<file path="src/rtl/keycode_hex_display_if.sv">
// Bundle of keycode inputs, control lines and display outputs for keycode_hex_display.
// new_key is a valid-only strobe: high for exactly one cycle per accepted key, no ready/backpressure; key_count is already updated when it is high.
interface keycode_hex_display_if #(
  parameter int KEY_W      = 8,
  parameter int NUM_DIGITS = 8,
  parameter int CNT_W      = 16
);
  logic [KEY_W-1:0]        keycode;
  logic [1:0]              mode;
  logic                    freeze;
  logic                    clear;
  logic [7*NUM_DIGITS-1:0] hex_out;
  logic                    new_key;
  logic [CNT_W-1:0]        key_count;

  modport master (
    output keycode, mode, freeze, clear,
    input  hex_out, new_key, key_count
  );

  modport slave (
    input  keycode, mode, freeze, clear,
    output hex_out, new_key, key_count
  );
endinterface

</file>
<file path="src/rtl/keycode_hex_display.sv">
// Seven-segment readout of the NIOS keycode PIO with press history, saturating
// press counter, display modes, freeze, clear and blink of the newest entry.
module keycode_hex_display #(
  parameter int KEY_W      = 8,
  parameter int NUM_DIGITS = 8,
  parameter int CNT_W      = 16,
  parameter int BLINK_DIV  = 25_000_000
) (
  input logic              Clk,
  input logic              Reset,
  keycode_hex_display_if.slave bus
);
  localparam int DPK   = KEY_W / 4;
  localparam int DEPTH = NUM_DIGITS / DPK;
  localparam int BW    = $clog2(BLINK_DIV);
  localparam int HEX_W = 7 * NUM_DIGITS;
  localparam int NIB_W = 4 * NUM_DIGITS;

  // Active-low segments, bit order g..a.
  function automatic logic [6:0] seg7(input logic [3:0] nib);
    logic [6:0] s;
    case (nib)
      4'h0: s = 7'b1000000;
      4'h1: s = 7'b1111001;
      4'h2: s = 7'b0100100;
      4'h3: s = 7'b0110000;
      4'h4: s = 7'b0011001;
      4'h5: s = 7'b0010010;
      4'h6: s = 7'b0000010;
      4'h7: s = 7'b1111000;
      4'h8: s = 7'b0000000;
      4'h9: s = 7'b0010000;
      4'hA: s = 7'b0001000;
      4'hB: s = 7'b0000011;
      4'hC: s = 7'b1000110;
      4'hD: s = 7'b0100001;
      4'hE: s = 7'b0000110;
      default: s = 7'b0001110;
    endcase
    return s;
  endfunction

  logic [KEY_W-1:0]            keycode_q, keycode_d;
  logic [DEPTH-1:0][KEY_W-1:0] hist_q, hist_d;
  logic [DEPTH-1:0]            valid_q, valid_d;
  logic [CNT_W-1:0]            cnt_q, cnt_d;
  logic                        new_key_q, new_key_d;
  logic [BW-1:0]               blink_cnt_q, blink_cnt_d;
  logic                        blink_ph_q, blink_ph_d;
  logic [HEX_W-1:0]            hex_q, hex_d;
  logic                        key_event;
  logic [NIB_W-1:0]            cnt_ext;

  // keycode_q tracks the input even while frozen, so a key held across the
  // freeze release already matches and does not fire.
  assign key_event = (bus.keycode != keycode_q) && (bus.keycode != '0) &&
                     !bus.freeze && !bus.clear;

  always_comb begin : history_update
    keycode_d = bus.keycode;
    hist_d    = hist_q;
    valid_d   = valid_q;
    cnt_d     = cnt_q;
    new_key_d = 1'b0;
    if (bus.clear) begin
      hist_d  = '0;
      valid_d = '0;
      cnt_d   = '0;
    end else if (key_event) begin
      for (int k = DEPTH - 1; k > 0; k--) begin
        hist_d[k]  = hist_q[k-1];
        valid_d[k] = valid_q[k-1];
      end
      hist_d[0]  = bus.keycode;
      valid_d[0] = 1'b1;
      if (cnt_q != '1) begin
        cnt_d = cnt_q + CNT_W'(1);
      end
      new_key_d = 1'b1;
    end
  end

  always_comb begin : blink_update
    blink_cnt_d = blink_cnt_q + BW'(1);
    blink_ph_d  = blink_ph_q;
    if (blink_cnt_q == BW'(BLINK_DIV - 1)) begin
      blink_cnt_d = '0;
      blink_ph_d  = ~blink_ph_q;
    end
  end

  always_comb begin : display
    cnt_ext = NIB_W'(cnt_q);
    hex_d   = '1;
    for (int d = 0; d < NUM_DIGITS; d++) begin
      case (bus.mode)
        2'd0: begin
          if (d < DPK) begin
            hex_d[7*d +: 7] = seg7(keycode_q[4*(d % DPK) +: 4]);
          end
        end
        2'd2: hex_d[7*d +: 7] = seg7(cnt_ext[4*d +: 4]);
        default: begin
          // Modes 1 and 3; mode 3 hides the newest group during blink phase 1.
          if (valid_q[d / DPK] &&
              !(bus.mode == 2'd3 && blink_ph_q && (d / DPK) == 0)) begin
            hex_d[7*d +: 7] = seg7(hist_q[d / DPK][4*(d % DPK) +: 4]);
          end
        end
      endcase
    end
  end

  always_ff @(posedge Clk or posedge Reset) begin
    if (Reset) begin
      keycode_q   <= '0;
      hist_q      <= '0;
      valid_q     <= '0;
      cnt_q       <= '0;
      new_key_q   <= 1'b0;
      blink_cnt_q <= '0;
      blink_ph_q  <= 1'b0;
      hex_q       <= '1;
    end else begin
      keycode_q   <= keycode_d;
      hist_q      <= hist_d;
      valid_q     <= valid_d;
      cnt_q       <= cnt_d;
      new_key_q   <= new_key_d;
      blink_cnt_q <= blink_cnt_d;
      blink_ph_q  <= blink_ph_d;
      hex_q       <= hex_d;
    end
  end

  assign bus.hex_out   = hex_q;
  assign bus.new_key   = new_key_q;
  assign bus.key_count = cnt_q;
endmodule

</file>
<file path="src/flat_wrapper.sv">
// flat-port wrapper written by rule: the top's interface ports become plain ports
module keycode_hex_display_flat 
#(
  parameter int KEY_W      = 8,
  parameter int NUM_DIGITS = 8,
  parameter int CNT_W      = 16,
  parameter int BLINK_DIV  = 25_000_000
)
  (Clk, Reset, bus_keycode, bus_mode, bus_freeze, bus_clear, bus_hex_out, bus_new_key, bus_key_count);
  keycode_hex_display_if #(.KEY_W(KEY_W), .NUM_DIGITS(NUM_DIGITS), .CNT_W(CNT_W)) bus_i ();
  input logic Clk;
  input logic Reset;
  input wire logic [$bits(bus_i.keycode)-1:0] bus_keycode;
  input wire logic [$bits(bus_i.mode)-1:0] bus_mode;
  input wire logic [$bits(bus_i.freeze)-1:0] bus_freeze;
  input wire logic [$bits(bus_i.clear)-1:0] bus_clear;
  output wire logic [$bits(bus_i.hex_out)-1:0] bus_hex_out;
  output wire logic [$bits(bus_i.new_key)-1:0] bus_new_key;
  output wire logic [$bits(bus_i.key_count)-1:0] bus_key_count;
  assign bus_i.keycode = bus_keycode;
  assign bus_i.mode = bus_mode;
  assign bus_i.freeze = bus_freeze;
  assign bus_i.clear = bus_clear;
  assign bus_hex_out = bus_i.hex_out;
  assign bus_new_key = bus_i.new_key;
  assign bus_key_count = bus_i.key_count;
  keycode_hex_display #(.KEY_W(KEY_W), .NUM_DIGITS(NUM_DIGITS), .CNT_W(CNT_W), .BLINK_DIV(BLINK_DIV)) u_core (.Clk(Clk), .Reset(Reset), .bus(bus_i));
endmodule
</file>
<file path="config.mk">
export PLATFORM = sky130hd
export DESIGN_NAME = keycode_hex_display_flat
export DESIGN_NICKNAME = d
export VERILOG_FILES = /design/src/rtl/keycode_hex_display_if.sv /design/src/rtl/keycode_hex_display.sv /design/src/flat_wrapper.sv
export SDC_FILE = /design/constraint.sdc
export NUM_CORES = 1
export LEC_CHECK = 0
export ABC_AREA = 1
export BUFFER_PORTS_ARGS = -buffer_cell sky130_fd_sc_hd__buf_2
export CAP_MARGIN = 20
export CORE_MARGIN = 2
export CORE_UTILIZATION = 28
export CTS_CLUSTER_SIZE = 16
export DETAILED_ROUTE_END_ITERATION = 12
export PLACE_DENSITY = 0.41
export SLEW_MARGIN = 20
export SYNTH_ARGS = -nofsm -noshare
export SYNTH_HDL_FRONTEND = slang
export SYNTH_SLANG_ARGS = --single-unit
</file>
<file path="constraint.sdc">
create_clock -name Clk -period 9.4 [get_ports Clk]
set_input_delay 1.88 -clock Clk [delete_from_list [all_inputs] [get_ports Clk]]
set_output_delay 1.88 -clock Clk [all_outputs]
set_load 0.005 [all_outputs]
</file>
### Word level (Yosys, flattened, before mapping)

Memories as Yosys holds them, arrays and structs flattened.
Cells that the tools add are included.

| operators by class | value |
|---|---|
| bitwise operators | 1 |
| equal/unequal tests | 5 |
| reduce and logical (&&, ||, !) cells | 13 |
| multiplexer cells | 26 |
| add/sub/neg operators | 2 |

Operators with widths:

| cell | count |
|---|---|
| 7-bit one-hot mux with 2 select lines | 8 |
| 32-bit 2-to-1 mux | 2 |
| 7-bit 2-to-1 mux | 8 |
| 16-bit 2-to-1 mux | 3 |
| 25-bit by 1-bit adder with 25-bit output, second input constant | 1 |
| 25-bit equality test, second input constant | 1 |
| 25-bit 2-to-1 mux | 1 |
| 16-bit by 1-bit adder with 16-bit output, second input constant | 1 |
| 16-bit != test, second input constant | 1 |
| 4-bit 2-to-1 mux | 2 |
| 8-bit != test | 1 |
| 8-bit nonzero test | 1 |
| 1-bit logical AND | 5 |
| 2-bit equality test, second input constant | 2 |
| 2-bit nonzero test | 2 |
| 1-bit zero test | 3 |
| 2-bit zero test | 1 |
| 1-bit 2-to-1 mux | 2 |
| 2-bit AND reduction | 1 |
| 1-bit NOT | 1 |

| storage, ports and cells | value |
|---|---|
| memories kept | 14 |
| input port bits | 14 |
| memory bits (read-only) | 1568 |
| output and inout bits | 73 |
| flip-flop bits (word level) | 143 |
| logic and storage cells | 72 |

Memories:

| memory | words | width | rd ports | clocked after Yosys merged registers in | wr ports | line | RTL |
|---|---|---|---|---|---|---|---|
| (no name shown) | 16 | 7 | 1 | 0 | 0 | keycode_hex_display.sv:22 | `case (nib)` |
| (no name shown) | 16 | 7 | 1 | 0 | 0 | keycode_hex_display.sv:22 |  |
| (no name shown) | 16 | 7 | 1 | 0 | 0 | keycode_hex_display.sv:22 |  |
| (no name shown) | 16 | 7 | 1 | 0 | 0 | keycode_hex_display.sv:22 |  |
| (no name shown) | 16 | 7 | 1 | 0 | 0 | keycode_hex_display.sv:22 |  |
| (no name shown) | 16 | 7 | 1 | 0 | 0 | keycode_hex_display.sv:22 |  |
| +8 memories | - | - | - | - | - | - |  |

### Depth between registers and ports, before layout

| logic depth | value |
|---|---|
| depth after elaboration | 6 |
| mapped depth | 12 |
| depth with buffers taken out | 11 |

### Least setup slack after synthesis

OpenSTA, ideal clock, no wires.

| path | value |
|---|---|
| path type | input port to flip-flop |
| from | input port bus_mode[0] |
| to | register u_core.hex_q[26], in the netlist u_core.bus.hex_out[26] |
| required time | 9.341 ns |
| path buffers | 2 |
| data arrival time | 2.812 ns |
| slack | 6.528 ns |
| stages on the path | 7 |
| library setup time | 0.059 ns |
| cells stage by stage | buf_4 nor2_4 inv_1 clkbuf_1 o31ai_1 a21oi_1 inv_1 |

| between the ends | value |
|---|---|
| longest elaborated chain between the ends | 2 |
| elaborated cells on any way between the ends | 3 |
| those cells by class | 1 x eq/ne; 1 x mux; 1 x reduce/logical |

RTL lines:

| item | line | RTL |
|---|---|---|
| start, declared | flat_wrapper.sv:14 | `input wire logic [$bits(bus_i.mode)-1:0] bus_mode;` |
| 2-bit equality test or 2-bit zero test (tied branches) | keycode_hex_display.sv:96 | `case (bus.mode)` |
| 7-bit one-hot mux with 2 select lines * | keycode_hex_display.sv:96 |  |
| named net u_core.hex_d[26] | keycode_hex_display.sv:50 | `logic [HEX_W-1:0] hex_q, hex_d;` |
| end signal, assigned | keycode_hex_display.sv:123 | `hex_q <= '1;` |
| end signal, assigned | keycode_hex_display.sv:132 | `hex_q <= hex_d;` |
| end, declared | keycode_hex_display.sv:50 |  |

The timed path passes the listed nets; every way through them passes the cells marked *.
A chain may end at the register's enable or synchronous reset.

### Worst setup path in the final report

Same ends and word-level chain as after synthesis.

==> results.txt <==
- For the final database, setup skew stands at 13.2 ps.
- Cell count after synthesis: 1261
- The clock period could shrink to 3600 ps.
- Detail Route Antenna Nets: 0
- RePlAce Congestion: 0.821
- Clock tree from TritonCTS: built
* Critical path data required time: 9790 ps
- In the final design database the tool counted 1426 nets.
* Status: finished, final reports clean
- The clock reaches the later pin of the worst-skew pair after 440 ps.
- Congestion Overflow GR: 0
- The clock passes through at most 2 buffers.
* 1st-iter DRT viols: 381
* Slowest cell delay on critical path: 750 ps
- Core footprint: 33700 µm²
- Pre-Repair DR Iteration Count: 5
* First-pass GRT wire length: 45100 µm
- Area growth syn-to-layout: 14.7%
- Max-cap violations in this run came to 0.
* Post-cts hold buffer count: 0
- Worst min-delay path category: flip-flop to flip-flop
* Overall power consumption: 1.60 mW
- The signal on the critical path passes through buf_2, nor2_4, inv_1, o31ai_1, a21oi_1, inv_1.
- Flip-flop cell with the highest count after synthesis: dfrtp_1
* Maximum number of pins on one net before global-route repair: 82
- In the final layout, the share of cells above drive strength 1 is 15.4%.
* Area enclosed by the die boundary: 35900 µm²
- Ys async rst share: 100%
- Input and output buffers added on the ports amount to 86.
- After routing, the total negative slack on setup checks comes to 0 ps.
* Number of CTS-inserted buffers: 17
- The critical path is of the input pin to flip-flop type.
- Element type at the critical path start: input pin
- Final setup fails: 0
- Flops & latches, synth: 143
- Setup repair after global routing left no endpoint under its margin.
- After legalization and detailed placement, the total HPWL measured 20200 µm.
- Synthesis produced a netlist with a net count of 1366.
- Root buf cell: clkbuf_16
* Resize count post-CTS: 0
- In this run the worst path has a maximum fanout of 36.
- Cells after DPL: 1750
* Number of failing hold endpoints at the final stage: 0
- Max rail drop VDD: 130 µV
- Cell seen most often among critical-path stages: inv_1
- Setup Buffers After CTS: 0
- Yosys mapped a number of flops with a built-in enable equal to 0.
- A synthesized cell averages 7.64 µm².
* Pins Over Slew Limit: 0
- For this design the top-level I/O count stands at 87.
- Achievable Freq: 0.278 GHz
- The floorplan has 67 rows.
* Sequential fraction of the synthesis area: 37.9%
* Starting density of the core: 28.6%
* Unique cell type count in the Yosys netlist: 50
- Before CTS, the worst setup slack after placement is 5320 ps.
* Vias per cell: 4.70
- Most common cell after layout, fill and taps aside: nand2_1
- H-tree level count: 4
- Number of cells in the finished layout apart from fillers: 1782
* Crit-path slowest cell: nor2_4
- Slew of the pin with the lowest slew margin: 892 ps
* Hold Slack: 478 ps
* Detail-routed net length per standard cell: 15.5 µm
- In the finished design, the share of the clock period the worst path needs comes to 38.3%.
* Static power due to leakage: 4.98 nW
- Clock Sinks: 143
* Horizontal die dimension: 189 µm
- The Yosys step of the flow raised 0 warnings.
* Wire length after detailed routing: 27600 µm
* Cell family with most CP delay: buffers and inverters
- Critical path arrival: 3980 ps
* Post-Syn Area: 9630 µm²
* Antenna diode count: 0
- The final route contains 8377 vias.
- Clock edge transition at the registers on the reported setup and hold paths: 60 ps
* Power per standard cell area: 145 nW/µm²
* Relative slew margins: 40.4%
* Number of global-route vias before repair: 8069
- Worst setup slack after layout: 5800 ps
* Vertical die dimension: 189 µm
- Setup crit end kind: flip-flop
* Detailed-route DRC error count: 0
- Global routing used 16.0% of the available tracks.
- Antenna violations before repair: 0
- The number of buffers and inverters on the critical path is 3.
- Most frequent cells in the layout: nand2_1, inv_1, nor2_1, o21ai_0, ha_1
cell families (layout without fill, tap and decap cells):
logic type,after synthesis,after routing,share of synthesized area [%]
buf+inv,202,275,8.61
simple gates,546,546,24.5
xor+xnor,19,19,1.73
flops,143,143,37.9
compound gates,260,260,15.5
fa+ha+maj,91,91,11.8
registers in the layout, indices dropped and copies added, names as in the netlist:
name                  count
u_core.bus.hex_out       56
u_core.hist_q            32
u_core.blink_cnt_q       25
u_core.bus.key_count     16
u_core.keycode_q          8
u_core.valid_q            4
u_core.blink_ph_q         1
u_core.bus.new_key        1
cell usage after synthesis, types with 2 or more instances:
| cell type | number | area, µm² |
|---|---|---|
| or2_2 | 2 | 12.5 |
| o32ai_1 | 2 | 17.5 |
| xnor2_1 | 6 | 52.6 |
| a41oi_1 | 4 | 35.0 |
| buf_2 | 14 | 70.1 |
| clkbuf_1 | 20 | 75.1 |
| nor2_4 | 5 | 56.3 |
| buf_4 | 8 | 60.1 |
| nand4_1 | 9 | 56.3 |
| o22ai_1 | 3 | 18.8 |
| a221oi_1 | 2 | 17.5 |
| o211ai_1 | 15 | 113 |
| buf_1 | 3 | 11.3 |
| a32oi_1 | 2 | 17.5 |
| o221ai_1 | 3 | 26.3 |
| a31oi_1 | 16 | 100 |
| dfrtp_1 | 87 | 2180 |
| nand3b_1 | 3 | 22.5 |
| nor3_1 | 35 | 175 |
| o31ai_1 | 9 | 67.6 |
| nand2_1 | 278 | 1040 |
| a211oi_1 | 8 | 60.1 |
| a21oi_1 | 56 | 280 |
| nor2_2 | 2 | 12.5 |
| o311ai_0 | 2 | 17.5 |
| inv_2 | 4 | 15.0 |
| o21a_1 | 4 | 30.0 |
| dfstp_2 | 56 | 1470 |
| nand2_2 | 12 | 75.1 |
| ha_1 | 91 | 1140 |
| nand2_4 | 4 | 45.0 |
| o21ai_0 | 103 | 515 |
| xor2_1 | 13 | 114 |
| nor2_1 | 117 | 439 |
| clkinv_1 | 2 | 7.51 |
| inv_1 | 149 | 559 |
| nand3_1 | 74 | 370 |
| o21ai_1 | 26 | 130 |
layer usage:
metal	part of all wire (%)	wire length, µm	global-route usage (%)
met5	0	0	0
met4	1.2	345	4.03
met3	3.2	881	3.10
met2	47	13000	25.8
met1	49	13400	21.9
through the flow:
step / util [%] / instance area, µm²
floorplan: - / 9630
global placement: 30.9 / 10400
detailed placement: 30.9 / 10400
CTS: 32.8 / 11100
global route: 32.8 / 11100
finish: 32.8 / 11100
path summary, 6_finish.rpt:
| kind | from | end | slack [ps] | depth (start not counted) |
|---|---|---|---|---|
| hold / removal | u_core.valid_q[3] | u_core.valid_q[3] | 480 | 2 |
| max in group asynchronous | Reset | u_core.hist_q[0] | 6460 | 3 |
| min in group asynchronous | Reset | u_core.hist_q[30] | 1590 | 2 |
| setup reg to reg | u_core.keycode_q[4] | u_core.hist_q[4] | 7220 | 9 |
| setup / recovery | bus_mode[0] | u_core.bus.hex_out[26] | 5800 | 6 |
| hold reg to reg | u_core.valid_q[3] | u_core.valid_q[3] | 480 | 2 |
final cells by class:
cell class / instances / area, µm²
multi-input cells: 916 / 5160
clock inverters: 10 / 186
inverters: 155 / 587
well taps: 448 / 561
flip-flops and latches: 143 / 3650
clock buffers: 22 / 464
repair buffers: 88 / 445
fillers: 3683 / 22600
worst register-to-register path, delay by kind of cell (launching register included):
family	cells	cell delay (ps)
AO/OA/AOI/OAI	1	140
AND/OR/NAND/NOR	7	1300
buffers and inverters	1	210
flip-flops	1	440
where the power goes:
group / internal [mW] / switching [mW] / total [mW]
logic: 0.0530 / 0.103 / 0.156
registers: 0.654 / 0.0251 / 0.679
clock network: 0.485 / 0.278 / 0.763
Note: power is estimated with default switching activity, not from simulation.
